$ cat config.mk
export PLATFORM = sky130hd
export DESIGN_NAME = pixel_streamer
export DESIGN_NICKNAME = d
export VERILOG_FILES = /design/src/rtl/pixel_pkg.sv /design/src/rtl/pixel_skid_fifo.sv /design/src/rtl/pixel_streamer.sv
export SDC_FILE = /design/constraint.sdc
export NUM_CORES = 1
export LEC_CHECK = 0
export ABC_AREA = 1
export CAP_MARGIN = 10
export CORE_MARGIN = 3
export CORE_UTILIZATION = 45
export CTS_CLUSTER_SIZE = 10
export DETAILED_ROUTE_END_ITERATION = 7
export PLACE_DENSITY = 0.7
export SLEW_MARGIN = 20
export SYNTH_ARGS = -nofsm -noshare
export SYNTH_HDL_FRONTEND = slang
export SYNTH_SLANG_ARGS = --single-unit
export TNS_END_PERCENT = 5
$ cat constraint.sdc
create_clock -name clk -period 5.2 [get_ports clk]
set_input_delay 0.78 -clock clk [delete_from_list [all_inputs] [get_ports clk]]
set_output_delay 0.78 -clock clk [all_outputs]
set_load 0.03 [all_outputs]
$ cat src/rtl/pixel_pkg.sv
// Shared definitions for the pixel streamer.
//   NUM_PIXELS / IMG_W : default frame geometry (28x28 image).
//   ADDR_W / PIX_W     : pixel RAM address width and pixel width.
//   COORD_W            : width of the row/column coordinates.
//   state_t            : streamer FSM encoding.
package pixel_pkg;
  localparam int NUM_PIXELS = 784;
  localparam int IMG_W      = 28;
  localparam int ADDR_W     = 10;
  localparam int PIX_W      = 8;
  localparam int COORD_W    = 5;

  typedef enum logic [1:0] {
    IDLE   = 2'd0,
    STREAM = 2'd1,
    DONE   = 2'd2
  } state_t;
endpackage

$ cat src/rtl/pixel_skid_fifo.sv
// Two-entry FIFO that captures pixel RAM read data and presents the head
// entry to the output stream.
//   clk, rst  : clock, asynchronous active-high reset
//   flush     : empties the FIFO (takes priority over push/pop)
//   push      : write push_data (caller never pushes into a full FIFO)
//   pop       : drop the head entry (caller never pops an empty FIFO)
//   data      : head entry
//   count     : number of valid entries, 0..2
module pixel_skid_fifo
  import pixel_pkg::*;
#(
  parameter int W = PIX_W
) (
  input  logic         clk,
  input  logic         rst,
  input  logic         flush,
  input  logic         push,
  input  logic [W-1:0] push_data,
  input  logic         pop,
  output logic [W-1:0] data,
  output logic [1:0]   count
);

  logic [W-1:0] mem [2];
  logic         wr_ptr;
  logic         rd_ptr;

  // NOTE: the storage is reset as well because its head drives the pixel
  // output directly, which must read as zero while in reset.
  always_ff @(posedge clk or posedge rst) begin
    if (rst) begin
      mem[0] <= '0;
      mem[1] <= '0;
      wr_ptr <= 1'b0;
      rd_ptr <= 1'b0;
      count  <= 2'd0;
    end else if (flush) begin
      wr_ptr <= 1'b0;
      rd_ptr <= 1'b0;
      count  <= 2'd0;
    end else begin
      if (push) begin
        mem[wr_ptr] <= push_data;
        wr_ptr      <= ~wr_ptr;
      end
      if (pop) begin
        rd_ptr <= ~rd_ptr;
      end
      case ({push, pop})
        2'b10:   count <= count + 2'd1;
        2'b01:   count <= count - 2'd1;
        default: count <= count;
      endcase
    end
  end

  assign data = mem[rd_ptr];

endmodule

$ cat src/rtl/pixel_streamer.sv
// Streams one frame of pixels out of a synchronous pixel RAM as a
// valid/ready beat stream, tagged with row/column and a last flag.
//   clk, reset  : clock, asynchronous active-high reset
//   frame_ready : host flag; its rising edge starts a frame, dropping it aborts
//   cnn_addr    : registered RAM read address
//   cnn_data    : RAM read data, valid the cycle after cnn_addr changes
//   pix_valid / pix_ready / pix_data : output beat handshake and payload
//   pix_row, pix_col, pix_last       : beat coordinates and end-of-frame flag
//   busy        : high while streaming
//   frame_done  : one-cycle pulse after the last beat is accepted
module pixel_streamer
  import pixel_pkg::*;
#(
  parameter int NUM_PIXELS = pixel_pkg::NUM_PIXELS,
  parameter int IMG_W      = pixel_pkg::IMG_W
) (
  input  logic               clk,
  input  logic               reset,
  input  logic               frame_ready,
  output logic [ADDR_W-1:0]  cnn_addr,
  input  logic [PIX_W-1:0]   cnn_data,
  output logic               pix_valid,
  input  logic               pix_ready,
  output logic [PIX_W-1:0]   pix_data,
  output logic [COORD_W-1:0] pix_row,
  output logic [COORD_W-1:0] pix_col,
  output logic               pix_last,
  output logic               busy,
  output logic               frame_done
);

  // One extra bit so the issue index can reach NUM_PIXELS itself.
  localparam int IDX_W = ADDR_W + 1;

  state_t             state_q, state_d;
  logic               frame_ready_q;
  logic [IDX_W-1:0]   issue_idx;
  logic [IDX_W-1:0]   out_idx;
  logic [COORD_W-1:0] row_q, col_q;
  logic               inflight_q;
  logic               frame_done_q;

  logic               start, abort, issue, push, accept, is_last, last_accept;
  logic [1:0]         fifo_count;
  logic [PIX_W-1:0]   fifo_head;
  logic [2:0]         occupancy;

  assign accept      = pix_valid && pix_ready;
  assign is_last     = (out_idx == IDX_W'(NUM_PIXELS - 1));
  assign last_accept = accept && is_last;

  // Entries that will be held once this cycle's pop and the read already in
  // flight have settled; a new read may only be issued if it will fit.
  assign occupancy = {1'b0, fifo_count} + {2'b00, inflight_q} - {2'b00, accept};

  // NOTE: every signal written here gets a default first so no path leaves
  // it unassigned, which would otherwise infer a latch.
  always_comb begin
    state_d = state_q;
    start   = 1'b0;
    abort   = 1'b0;
    issue   = 1'b0;
    busy    = 1'b0;
    case (state_q)
      IDLE: begin
        if (frame_ready && !frame_ready_q) begin
          start   = 1'b1;
          state_d = STREAM;
        end
      end
      STREAM: begin
        busy  = 1'b1;
        issue = frame_ready && (issue_idx < IDX_W'(NUM_PIXELS)) && (occupancy < 3'd2);
        // Accepting the final beat wins over a simultaneous abort.
        if (last_accept) begin
          state_d = DONE;
        end else if (!frame_ready) begin
          abort   = 1'b1;
          state_d = IDLE;
        end
      end
      DONE: begin
        if (!frame_ready) begin
          state_d = IDLE;
        end
      end
      default: state_d = IDLE;
    endcase
  end

  // A read issued last cycle lands now; on abort it is discarded.
  assign push = inflight_q && (state_q == STREAM) && !abort;

  // NOTE: sequential state uses non-blocking assignments so every register
  // samples pre-edge values regardless of statement order.
  always_ff @(posedge clk or posedge reset) begin
    if (reset) begin
      state_q       <= IDLE;
      frame_ready_q <= 1'b0;
      cnn_addr      <= '0;
      issue_idx     <= '0;
      out_idx       <= '0;
      row_q         <= '0;
      col_q         <= '0;
      inflight_q    <= 1'b0;
      frame_done_q  <= 1'b0;
    end else begin
      state_q       <= state_d;
      frame_ready_q <= frame_ready;
      inflight_q    <= issue;
      frame_done_q  <= last_accept;

      if (issue) begin
        cnn_addr  <= issue_idx[ADDR_W-1:0];
        issue_idx <= issue_idx + IDX_W'(1);
      end else if (start) begin
        issue_idx <= '0;
      end

      if (start) begin
        out_idx <= '0;
        row_q   <= '0;
        col_q   <= '0;
      end else if (accept) begin
        out_idx <= out_idx + IDX_W'(1);
        if (col_q == COORD_W'(IMG_W - 1)) begin
          col_q <= '0;
          row_q <= row_q + COORD_W'(1);
        end else begin
          col_q <= col_q + COORD_W'(1);
        end
      end
    end
  end

  pixel_skid_fifo #(
    .W (PIX_W)
  ) u_fifo (
    .clk       (clk),
    .rst       (reset),
    .flush     (abort),
    .push      (push),
    .push_data (cnn_data),
    .pop       (accept),
    .data      (fifo_head),
    .count     (fifo_count)
  );

  assign pix_valid  = (fifo_count != 2'd0);
  assign pix_data   = fifo_head;
  assign pix_row    = row_q;
  assign pix_col    = col_q;
  assign pix_last   = pix_valid && is_last;
  assign frame_done = frame_done_q;

endmodule

# Word level (Yosys, flattened, before mapping)
# Cells that the tools add are included.
[op_classes] eq_ne=7 n_bitwise=5 addsub=8 reduce_logical=21 muxes=33 n_lt_le_gt_ge=5
[ops] cell="$mux W11" count=4
[ops] cell="$mux W8" count=4
[ops] cell="$mux W5" count=6
[ops] cell="$add A11 B1 Y11 const B" count=2
[ops] cell="$bwmux W16" count=1
[ops] cell="$reduce_bool A2 Y1" count=6
[ops] cell="$eq A11 B10 Y1 const B" count=1
[ops] cell="$lt A11 B10 Y1 const B" count=1
[ops] cell="$mux W1" count=11
[ops] cell="$add A5 B1 Y5 const B" count=2
[ops] cell="$logic_and A1 B1 Y1" count=9
[ops] cell="$demux W8 S1" count=1
[ops] cell="$mux W2" count=4
[ops] cell="$pmux W2 S3" count=1
[ops] cell="$eq A5 B5 Y1 const B" count=1
[ops] cell="$eq A2 B1 Y1 const B" count=2
[ops] cell="$eq A2 B2 Y1 const B" count=2
[ops] cell="$ge A2 B2 Y1 const B" count=2
[ops] cell="$not A1 Y2" count=2
[ops] cell="$pmux W2 S2" count=1
[ops] cell="$reduce_and A2 Y1" count=2
[ops] cell="$add A2 B1 Y3" count=1
[ops] cell="$lt A3 B2 Y1 const B" count=1
[ops] cell="$not A1 Y1" count=3
[ops] cell="8 further kinds" count=9
[totals] output_inout_bits=32 regBits=67 wordCells=93 in_bits=12

# Depth between registers and ports, before layout
[depth] depth_word=10 depth_mapped=13 depth_no_buf=13

# By module
# From an unflattened synthesis, not the netlist that was laid out.
[unflattened] hier_cells=402 area_unflattened_um2=3453.3
[by_module_without_submodules] mod="pixel_streamer" cells_per_inst=301 seq_area_each_um2=1176.1 area_each_um2=2471.1 instances=1
[by_module_without_submodules] mod="pixel_skid_fifo" cells_per_inst=101 seq_area_each_um2=500.5 area_each_um2=982.2 instances=1

# Worst setup path after synthesis
# OpenSTA, ideal clock, no wires.
[synth_path] kind="input to register" start="input port pix_ready" end="register cnn_addr[6]" path_stages=11 required_time_ns=5.071 slack_ns=2.432 setup_ns=0.129 path_buffers=1 t_arrival_ns=2.640 cell_sequence="nand2_4 -> inv_8 -> ha_1 -> or2_2 -> fa_1 -> nand3_1 -> nor3b_1 -> nand2_1 -> buf_2 -> nand2_1 -> o21ai_0"
[synth_between] elab_chain_len=5
[synth_rtl] item="from (decl)" line_no="pixel_streamer.sv:23" text="input logic pix_ready,"
[synth_rtl] item="$logic_and A1 B1 Y1" line_no="pixel_streamer.sv:48" text="assign accept = pix_valid && pix_ready;"
[synth_rtl] item="$sub A3 B1 Y3" line_no="pixel_streamer.sv:54" text="assign occupancy = {1'b0, fifo_count} + {2'b00, inflight_q} - {2'b00, accept};"
[synth_rtl] item="$lt A3 B2 Y1" line_no="pixel_streamer.sv:73" text="issue = frame_ready && (issue_idx < IDX_W'(NUM_PIXELS)) && (occupancy < 3'd2);"
[synth_rtl] item="$logic_and A1 B1 Y1" line_no="pixel_streamer.sv:73"
[synth_rtl] item="$mux W1" line_no="pixel_streamer.sv:64" text="case (state_q)"
[synth_rtl] item="to (signal assigned)" line_no="pixel_streamer.sv:114" text="cnn_addr <= issue_idx[ADDR_W-1:0];"
[synth_rtl] item="to (decl)" line_no="pixel_streamer.sv:20" text="output logic [ADDR_W-1:0] cnn_addr,"
# No other way between the ends.
# A chain may end at the register's enable or synchronous reset.

# Final worst setup path
[layout_path] start="input port pix_ready" end="register issue_idx[0]"
[layout_between] elab_chain_len=6 elab_cells_between_ends=7 cone_classes="1 x add/sub; 1 x order compare; 2 x mux; 3 x reduce/logical"
[layout_rtl] item="$logic_and A1 B1 Y1 *" line_no="pixel_streamer.sv:48"
[layout_rtl] item="$sub A3 B1 Y3 *" line_no="pixel_streamer.sv:54"
[layout_rtl] item="$lt A3 B2 Y1 *" line_no="pixel_streamer.sv:73"
[layout_rtl] item="$logic_and A1 B1 Y1 *" line_no="pixel_streamer.sv:73"
[layout_rtl] item="$mux W1 *" line_no="pixel_streamer.sv:64"
[layout_rtl] item="net issue" line_no="pixel_streamer.sv:43" text="logic start, abort, issue, push, accept, is_last, last_accept;"
[layout_rtl] item="$mux W11 / $reduce_bool A2 Y1 (equally long branches)"
[layout_rtl] item="to (signal assigned)" line_no="pixel_streamer.sv:115" text="issue_idx <= issue_idx + IDX_W'(1);"
[layout_rtl] item="to (decl)" line_no="pixel_streamer.sv:37" text="logic [IDX_W-1:0] issue_idx;"
# The timed path passes the listed nets; every way through them passes the cells marked *.

==> results.toml <==
[yosys]
ys_seq_area_share_pct = 52.4
ys_ff_latch = 67
ys_warn_count = 0
async_reset_ff_share_pct = 100
synth-edff-count = 0
ys_types = 35
netlist_area_sq_um = 3200
syn-mean-instance-area_sq_um = 8.72
synth-main-ff-cell = "dfrtp_1"
synth_nets = 385
syn_inst = 367

[drt]
route.detailed.wl_per_inst_um = 12.4
via_count = 2563
avgViaCountPerCell = 4.97
met1Wirelength_um = 3060
drt-initial-drc-count = 111
ant_nets = 0
route.met2.wl_um = 3000
first_pass_iters = 4
totalWireLength_um = 6420
met3_length_um = 234
drcViolationCount = 0
routed.top_layer = "met4"

[status]
status = "finished clean"

[die]
num_rows = 30
core_sq_um = 6830
die-area_sq_um = 8160
fp.dieH_um = 90.3
io_pins = 44
start_util_pct = 46.8
die_x_um = 90.3

[global_route]
grt_antenna_before_repair = 0
grt-ovfl-total = 0
grt_pass1_wl_um = 11600
grt_pass1_vias = 2583
grt_max_degree = 68
track_usage_pct = 17.5

[min_path]
min_path_type = "reg2reg"

[job]
max-cap-violations = 0

[sta]
clock_skew_ns = 0.0106
slew_viol_final = 0
hold_violations = 0
rsz0062_at_grt = "no"
period_needed_ns = 3.61
fin_crit_sh_pct = 69.4
tns_ns = 0
finalSetupViolations = 0
max_freq_mhz = 277
slew-limit-headroom_pct = 44.1
worst_slew_pin_slew_ns = 0.838

[clock_network]
cts_buffers = 9
cts_buffer_depth = 2
cts_hold_buffers = 0
clock_sinks = 67
cts_tree = "done"
clock_latency_ns = 0.35
path_clk_slew_ns = 0.07
post_cts_buffers = 0
cts_resized = 0
cts-root-buf = "clkbuf_8"
htreeDepth = 3

[critical_path]
cp-start-kind = "input pin"
crit_type = "in2reg"
worst-path-max-fanout = 23
cp_data_required_time_ns = 5.43
reg2reg_slack_ns = 1.89
end_kind = "register"
worstPathArrival_ns = 3.84

[placed_design]
dp_hpwl_um = 4390
placed_cell_area_sq_um = 3710
place_congestion = 0.834
io_buffers = 43

[cells_and_area]
antenna_cells = 0
nets = 433
final_common_cell = "nand2_1"
final_design_area_no_fill_sq_um = 3980
area_delta_synth_final_pct = 24.3
layout_common_cells = "nand2_1 (88), dfrtp_1 (67), o21ai_0 (57)"
drive_gt1_share_pct = 9.05

[pwr]
power.density_nw_per_um2 = 500
peakVddDrop_mv = 0.241
p_leak_nw = 1.82
-- cells by family after synthesis --
group                    count (synthesis)  share of synthesized area (%)
AO/OA/AOI/OAI                           85                           14.1
buffers and inverters                   55                           7.23
adder cells (fa/ha/maj)                  6                           2.58
XOR/XNOR                                 5                           1.37
AND/OR/NAND/NOR                        149                           22.3
flip-flops                              67                           52.4
-- critical path: stages --
cell and delay [ns]:
clkdlybuf4s50_1 0.50, nand2_4 0.12, inv_8 0.11, ha_1 0.22
or2_2 0.30, fa_1 0.40, o21ai_0 0.17, nor3b_1 0.07
nand2_1 0.47, clkinv_1 0.43, nand2_1 0.17, o21ai_0 0.09
-- flip-flops by register name, indices dropped and copies added (netlist names) --
name / count
cnn_addr: 10
frame_done: 1
frame_ready_q: 1
inflight_q: 1
issue_idx: 11
out_idx: 11
pix_col: 5
pix_row: 5
state_q: 2
u_fifo.count: 2
u_fifo.mem: 16
u_fifo.rd_ptr: 1
u_fifo.wr_ptr: 1
-- Yosys cell counts (2+ instances only) --
master,instances,area [sq um]
a21oi_1,15,75.1
o21ai_0,57,285
ha_1,5,62.6
nand2_1,88,330
nand3_1,24,120
clkbuf_1,3,11.3
buf_2,2,10.0
nor2_2,2,12.5
o22ai_1,5,31.3
nor2_8,2,40.0
xor2_1,5,43.8
o21a_1,2,15.0
inv_2,5,18.8
inv_1,41,154
nor2_1,17,63.8
o21ai_1,2,10.0
buf_6,2,22.5
nor3_1,3,15.0
dfrtp_1,67,1680
nor3_2,2,20.0
nand2_4,4,45.0
-- report_power, final --
part	total (mW)	internal (mW)	switching (mW)
registers	0.730	0.641	0.0890
logic	0.683	0.263	0.420
clock network	0.574	0.366	0.209
-- area by class of cell --
cell class              count  area, sq um
repair buffers             44          438
flip-flops and latches     67         1680
multi-input cells         245         1290
well taps                  96          120
clock buffers               9          124
fillers                   628         2850
clock inverters             7          140
inverters                  48          188
-- per-stage QoR --
stage / hold slack, ns / util [%] / power [mW] / setup slack [ns] / std cells
floorplan: 0.456 / - / 1.17 / 2.43 / 367
CTS: 0.493 / 58.2 / 2.01 / 1.58 / 516
global placement: 0.476 / 54.4 / 1.41 / 1.32 / 500
finish: 0.488 / 58.2 / 1.99 / 1.59 / 516
detailed placement: 0.475 / 54.4 / 1.43 / 1.23 / 500
global route: 0.526 / 58.2 / 2.11 / 1.27 / 516
-- final timing paths --
kind	start	to	depth (start not counted)
worst max-delay path	pix_ready	issue_idx[0]	12
min in group asynchronous	reset	u_fifo.mem[15]	3
max in group asynchronous	reset	issue_idx[5]	3
worst min-delay path	cnn_addr[1]	cnn_addr[1]	2
worst max register to register	u_fifo.count[1]	issue_idx[0]	13
worst min register to register	cnn_addr[1]	cnn_addr[1]	2
-- layer usage --
layer	GRT usage [%]	vias to the layer above
met5	0	-
met4	8.16	0
met3	2.83	12
met2	27.9	51
met1	23.4	1205
li1	-	1295
(Power assumes the default switching activity.)
